===== src/rtl/instr_fetch_unit.sv =====
// ----------------------------------------------------------------------------
// instr_fetch_unit
//
// Instruction fetch stage of the RV64 core. Owns the program counter, fetches
// one 32-bit instruction word at a time from instruction memory over a
// req/ack handshake, and presents it to the control/decode logic until that
// logic retires it. At retire the next PC is chosen from the sequential
// address or the branch target (pc + imm) according to PCsrc.
//
// Ports:
//   clk         core clock, rising edge
//   rst_n       asynchronous active-low reset
//   PCsrc       branch taken, sampled only at retire
//   imm         signed byte offset for the branch target (pc + imm)
//   stall       holds the current instruction in execute, blocks retire
//   im_req      fetch request to instruction memory (registered)
//   im_addr     word address into instruction memory, pc[AW+1:2]
//   im_ack      memory presents valid im_rdata this cycle
//   im_rdata    instruction word from memory
//   im_data     current instruction for the control unit / decoder
//   instr_valid im_data holds a live instruction
//   pc          byte address of the current instruction
//   fetch_err   sticky flag: a misaligned branch target was taken
// ----------------------------------------------------------------------------
module instr_fetch_unit #(
    parameter  int W    = 64,
    parameter  int IM_L = 16,
    localparam int AW   = $clog2(IM_L)
) (
    input  logic          clk,
    input  logic          rst_n,
    input  logic          PCsrc,
    input  logic [W-1:0]  imm,
    input  logic          stall,
    output logic          im_req,
    output logic [AW-1:0] im_addr,
    input  logic          im_ack,
    input  logic [31:0]   im_rdata,
    output logic [31:0]   im_data,
    output logic          instr_valid,
    output logic [W-1:0]  pc,
    output logic          fetch_err
);

    // RISC-V canonical NOP (addi x0, x0, 0) shown to decode while idle/reset.
    localparam logic [31:0] NOP_INSTR = 32'h0000_0013;

    typedef enum logic [1:0] {
        IDLE  = 2'd0,
        FETCH = 2'd1,
        EXEC  = 2'd2
    } state_t;

    state_t        state_r;
    logic [W-1:0]  pc_r;
    logic [31:0]   im_data_r;
    logic          instr_valid_r;
    logic          im_req_r;
    logic          fetch_err_r;

    logic [W-1:0]  seq_pc_s;
    logic [W-1:0]  target_s;
    logic [W-1:0]  next_pc_s;
    logic          misaligned_s;

    // Next-PC selection: sequential or branch target, both wrapping mod 2^W.
    always_comb begin
        seq_pc_s     = pc_r + W'(3'd4);
        target_s     = pc_r + imm;
        next_pc_s    = seq_pc_s;
        misaligned_s = 1'b0;
        if (PCsrc) begin
            // Targets are forced onto a word boundary; a non-aligned target
            // is still taken but flagged through fetch_err.
            next_pc_s    = {target_s[W-1:2], 2'b00};
            misaligned_s = (target_s[1:0] != 2'b00);
        end else begin
            next_pc_s    = seq_pc_s;
            misaligned_s = 1'b0;
        end
    end

    // Fetch FSM with all outputs registered; im_req never depends on im_ack
    // combinationally, so the memory side sees a clean, stable request.
    always_ff @(posedge clk or negedge rst_n) begin
        if (!rst_n) begin
            state_r       <= IDLE;
            pc_r          <= '0;
            im_data_r     <= NOP_INSTR;
            instr_valid_r <= 1'b0;
            im_req_r      <= 1'b0;
            fetch_err_r   <= 1'b0;
        end else begin
            case (state_r)
                IDLE: begin
                    // First edge after reset release starts fetching at pc.
                    state_r  <= FETCH;
                    im_req_r <= 1'b1;
                end
                FETCH: begin
                    if (im_ack) begin
                        im_data_r     <= im_rdata;
                        instr_valid_r <= 1'b1;
                        im_req_r      <= 1'b0;
                        state_r       <= EXEC;
                    end else begin
                        // Unlimited wait: keep requesting the same address.
                        im_req_r      <= 1'b1;
                        state_r       <= FETCH;
                    end
                end
                EXEC: begin
                    // im_ack here is ignored: nothing is captured outside FETCH.
                    if (!stall) begin
                        pc_r          <= next_pc_s;
                        instr_valid_r <= 1'b0;
                        im_req_r      <= 1'b1;
                        state_r       <= FETCH;
                        if (misaligned_s) begin
                            fetch_err_r <= 1'b1;
                        end else begin
                            fetch_err_r <= fetch_err_r;
                        end
                    end else begin
                        state_r       <= EXEC;
                    end
                end
                default: begin
                    // Illegal encoding: fall back to a quiet idle state.
                    state_r       <= IDLE;
                    im_req_r      <= 1'b0;
                    instr_valid_r <= 1'b0;
                end
            endcase
        end
    end

    assign im_req      = im_req_r;
    assign im_addr     = pc_r[AW+1:2];
    assign im_data     = im_data_r;
    assign instr_valid = instr_valid_r;
    assign pc          = pc_r;
    assign fetch_err   = fetch_err_r;

endmodule


===== config.mk =====
export PLATFORM = sky130hd
export DESIGN_NAME = instr_fetch_unit
export DESIGN_NICKNAME = d
export VERILOG_FILES = /design/src/rtl/instr_fetch_unit.sv
export SDC_FILE = /design/constraint.sdc
export NUM_CORES = 1
export LEC_CHECK = 0
export ABC_AREA = 1
export CAP_MARGIN = 20
export CORE_ASPECT_RATIO = 1.2
export CORE_UTILIZATION = 41
export CTS_CLUSTER_SIZE = 16
export DETAILED_ROUTE_END_ITERATION = 8
export PLACE_DENSITY = 0.61
export REMOVE_ABC_BUFFERS = 1
export SLEW_MARGIN = 20
export SYNTH_ARGS = -nofsm -noshare
export SYNTH_HDL_FRONTEND = slang
export SYNTH_SLANG_ARGS = --single-unit
export TNS_END_PERCENT = 50

===== constraint.sdc =====
create_clock -name clk -period 5.15 [get_ports clk]
set_input_delay 1.545 -clock clk [delete_from_list [all_inputs] [get_ports clk]]
set_output_delay 1.545 -clock clk [all_outputs]
set_load 0.02 [all_outputs]

# After elaboration in Yosys (flattened, before gate mapping)
# Cells that the tools add are included.
# W data, S select, Z words.
# word_totals
output_inout_bits,103
regBits,101
in_bits,101
wordCells,31
# op_classes
reduce_logical,6
n_mux,11
eq_ne,4
addsub,2
bitwise_logic,2
# ops
cell,count
$add A64 B3 Y64 const B,1
$add A64 B64 Y64,1
$mux W64,1
$pmux W1 S3,2
$pmux W2 S3,1
$reduce_and A3 Y1,2
$mux W1,5
$mux W2,2
$ne A2 B2 Y1 const B,2
$reduce_and A2 Y1,2
$eq A2 B1 Y1 const B,1
$eq A2 B2 Y1 const B,1
$logic_not A2 Y1,1
$not A1 Y1,2
$reduce_bool A2 Y1,1

# Depth between registers and ports, before layout
# depth
word_depth,4
depth_mapped,15
mapped_depth_nobuf,15

# Worst setup path after synthesis
# Ideal clock, no wire load.
# synth_path
kind,in2reg
start,in imm[5]
end,"reg pc_r[19], in the netlist pc[19]"
path_stages,14
setup_ns,0.131
arrival_time_ns,2.956
n_path_buf,0
required_time_ns,5.019
slack_ns,2.063
cell_sequence,ha_1 -> nand2_1 -> inv_1 -> nand2_1 -> nand3_1 -> nand2_1 -> nand2_1 -> nand2_1 -> nand2_1 -> or2_2 -> nand2_1 -> nand2_1 -> nand2_1 -> o21ai_0
# synth_between
elab_chain_cells,2
# synth_lines
element,line_no,source
"start, declared",33,"input logic [W-1:0] imm,"
$add A64 B64 Y64,69,target_s = pc_r + imm;
$mux W64,72,if (PCsrc) begin
"end signal, assigned",115,pc_r <= next_pc_s;
"end, declared",55,logic [W-1:0] pc_r;
# Every way passes these cells.
# A chain may end at the register's enable or synchronous reset.

# Final worst setup path
# layout_path
start,in imm[37]
end,"reg pc_r[62], in the netlist pc[62]"
# The elaborated chain is that of the path after synthesis.

==> summary.txt <==
CTS tree = done
Max Cap Viol = 0
DRC viols = 0
origin of the critical flop-to-flop path = pc[10]
Seq/Total Area, Yosys = 20.93%
Die Ht = 188.3 um
critical path class = input pin to flip-flop
per-cell routed wire length = 18.74 um
hold path depth = 2
combinational share of power = 71.1%
Clock Sinks = 99
DP Area = 14,240 sq um
r2r endpoint = pc[46]
Post-synth EDFFs = 0
Setup Skew = 14.47 ps
routed wl met2 = 23.56 mm
hold_sp = im_data[0]
crit start category = input pin
largest net degree at the start of global routing = 73
I/O Buffers = 201
highest metal used = met4
fill count = 3,103
RSZ-0062 raised after global routing = false
register-to-register setup slack = 2270 ps
n_diodes = 0
Net Switching = 5008 uW
Pins Over Slew Limit = 0
number of nets in the layout = 2,470
share of the synthesized area in the top cell type = 27.11%
hpwl dp = 41.60 mm
hold_ws = 463.2 ps
Int Power = 3679 uW
share of cells above drive strength 1 = 3.763%
clock root buffer = clkbuf_16
synthesis-to-finish area growth = 22.52%
Worst setup EP type = flip-flop
synthesized cell area = 11,850 sq um
CTS Buf Count = 9
number of library cell types mapped by synthesis = 46
starting DRC count in detailed routing = 1,209
Req. time, crit path = 5450 ps
global-route wire length before repair = 75.90 mm
Slew HR = 32.24%
max frequency = 0.2562 GHz
Clock power frac = 8.0%
Seq pwr share = 20.8%
clk_lat worst skew = 370 ps
Placer Congestion = 1.005
CTS Buffer Depth = 2
vias in the first global route = 13.39k
switching share of power = 57.65%
Synth area leader = nand2_1
top_reg_cell synth = dfrtp_1
GRT overflow = 0
Final Setup Violations = 0
met3 WL = 3.613 mm
Clk pin slew, worst setup/hold paths = 80 ps
pre-CTS setup slack = 966.6 ps
Metal-1 WL = 20.29 mm
Starting Density = 42.08%
Post-Syn Instances = 2,125
fraction of registers with async set or reset after synthesis = 100.0%
design area = 14,520 sq um
Final min period = 3903 ps
synthesis warning total = 0
Synth area leaders = nand2_1 (27%), dfrtp_1 (20%), inv_1 (12%), ha_1 (6.5%), nor2_1 (5.5%)
number of top-level pins = 204
VDD IR max = 0.3066 mV
Slew @ Worst Pin = 1016 ps
Vias/cell = 5.221
cell depth of the worst flop-to-flop path = 11
mean post-synth cell area = 5.578 sq um
CTS Hold Bufs = 0
Site Rows = 67
Hold Crit Class = flip-flop to flip-flop
power density cells = 598.1 nW/um^2
die area = 29,600 sq um
DIE WIDTH = 157.2 um
WHS Endpoint = im_data[0]
Sum Neg Setup Slack = 0 ps
Seq cells post-synth = 99
routed wire length = 50.42 mm
initial antenna violation count = 0
total global routing track utilization = 34.41%
final period utilization = 75.79%
H-tree levels = 3
status = completed
Post-CTS Resized = 0
routed vias = 14.05k
Worst Path Arrival = 4200 ps
Hold Fails Final Rpt = 0
core area = 28,170 sq um
Detail Route Antenna Nets = 0
First-pass DRT Iterations = 6
# Post-CTS Setup Buffers = 0
worst setup margin = 1247 ps
Crit Path Max Fanout = 5
Leak = 0.007889 uW
==> through the flow <==
stage	utilization, %	std cells	power, uW
after global placement	50.55	2675	7849
after global routing	51.56	2691	9376
after floorplan	-	2088	5437
after CTS	51.55	2691	8597
after detailed placement	50.55	2675	7860
final	51.56	2691	8687
==> logic make-up (layout without fill, tap and decap cells) <==
kind of cell    count (synthesis)  in the layout  synth area share (%)
compound gates                224            224                 10.72
xor+xnor                       43             43                 3.177
flops                          99             99                 20.93
buf+inv                       422            608                 13.61
simple gates                 1274           1274                 44.99
fa+ha+maj                      62             62                 6.544
other cells                     1              2               0.03164
==> cell usage after synthesis, types with 2 or more instances <==
cell	n
a21boi_0	14
nand2_2	9
o21ai_1	3
nor3_1	36
a21boi_2	2
o22ai_1	2
o21bai_1	6
nand3_1	118
inv_2	4
nor2_4	6
buf_4	6
nand2_4	2
clkbuf_1	24
buf_2	5
nor3_4	2
nand2_1	856
o21a_1	2
a2bb2oi_1	8
nor3_2	10
dfstp_2	3
a21oi_1	123
inv_1	379
and2_1	6
o21ai_0	45
xor2_1	38
buf_1	3
a22oi_1	8
nor2_2	12
nor2_1	173
ha_1	62
a21boi_1	8
nand3b_1	12
nand4_1	21
dfrtp_1	96
xnor2_1	5
or2_2	6
==> area by class of cell <==
type	count	area [sq um]	share of cell area [%]
clock inverters	6	53.80	0.3704
clock buffers	10	229.0	1.577
inverters	384	1441	9.924
flip-flops and latches	99	2481	17.08
well taps	379	474.2	3.265
repair buffers	208	2073	14.27
multi-input cells	1605	7771	53.51
==> critical path, stage by stage <==
cell and delay (ps):
clkdlybuf4s50_1 400, ha_1 400, nand2_1 140, nor2_1 150
inv_1 70, nor3_1 470, nand2_1 350, nor3_2 170
nand2_1 100, nand3_1 100, nand3_1 120, a21oi_1 160
==> power groups by stage <==
| stage | logic, uW | registers, uW | clock network (uW) |
|---|---|---|---|
| 2_1_floorplan | 3420 | 2010 | 0 |
| 3_3_place_gp | 6050 | 1800 | 0 |
| 3_5_place_dp | 6050 | 1810 | 0 |
| 4_1_cts | 6090 | 1800 | 708 |
| 5_1_grt | 6790 | 1850 | 737 |
| 6_report | 6180 | 1810 | 698 |
==> worst max path at each step <==
stage          depth (start not counted)  startpoint           to
2_1_floorplan                          5      im_ack  im_data[10]
3_3_place_gp                          12     imm[37]       pc[62]
3_5_place_dp                          12     imm[37]       pc[62]
4_1_cts                               12     imm[37]       pc[62]
5_1_grt                               12     imm[13]       pc[46]
6_report                              12     imm[37]       pc[62]
==> metal layers <==
metal	track usage, %	vias up
li1	-	6919
met1	42.01	6422
met2	57.25	582
met3	5.543	128
met4	18.93	0
met5	0	-
==> cell usage in the layout, fill, tap and decap left out, types with 5 or more instances in the layout <==
cell             synthesis  layout
xnor2_1                  5       5
nor3_2                  10      11
clkdlybuf4s50_1          0     199
nand4_1                 21      21
nor2_2                  12      13
a21boi_0                14      14
dfrtp_1                 96      96
a22oi_1                  8       8
clkbuf_16                0       9
ha_1                    62      62
xor2_1                  38      38
or2_2                    6       6
nor2_4                   6       6
inv_1                  379     379
o21ai_0                 45      45
a21oi_1                123     123
a2bb2oi_1                8       8
nand3b_1                12      12
nand2_1                856     856
buf_4                    6       6
nand3_1                118     118
and2_1                   6       6
nor3_1                  36      35
nand2_2                  9       9
o21bai_1                 6       6
inv_2                    4       5
a21boi_1                 8       8
nor2_1                 173     172
==> state kept, by name (all words and copies together) (netlist names) <==
name,flops
pc,62
im_data,32
instr_valid,1
state_r,2
fetch_err,1
im_req,1
Power figures use the tool's default switching activity.
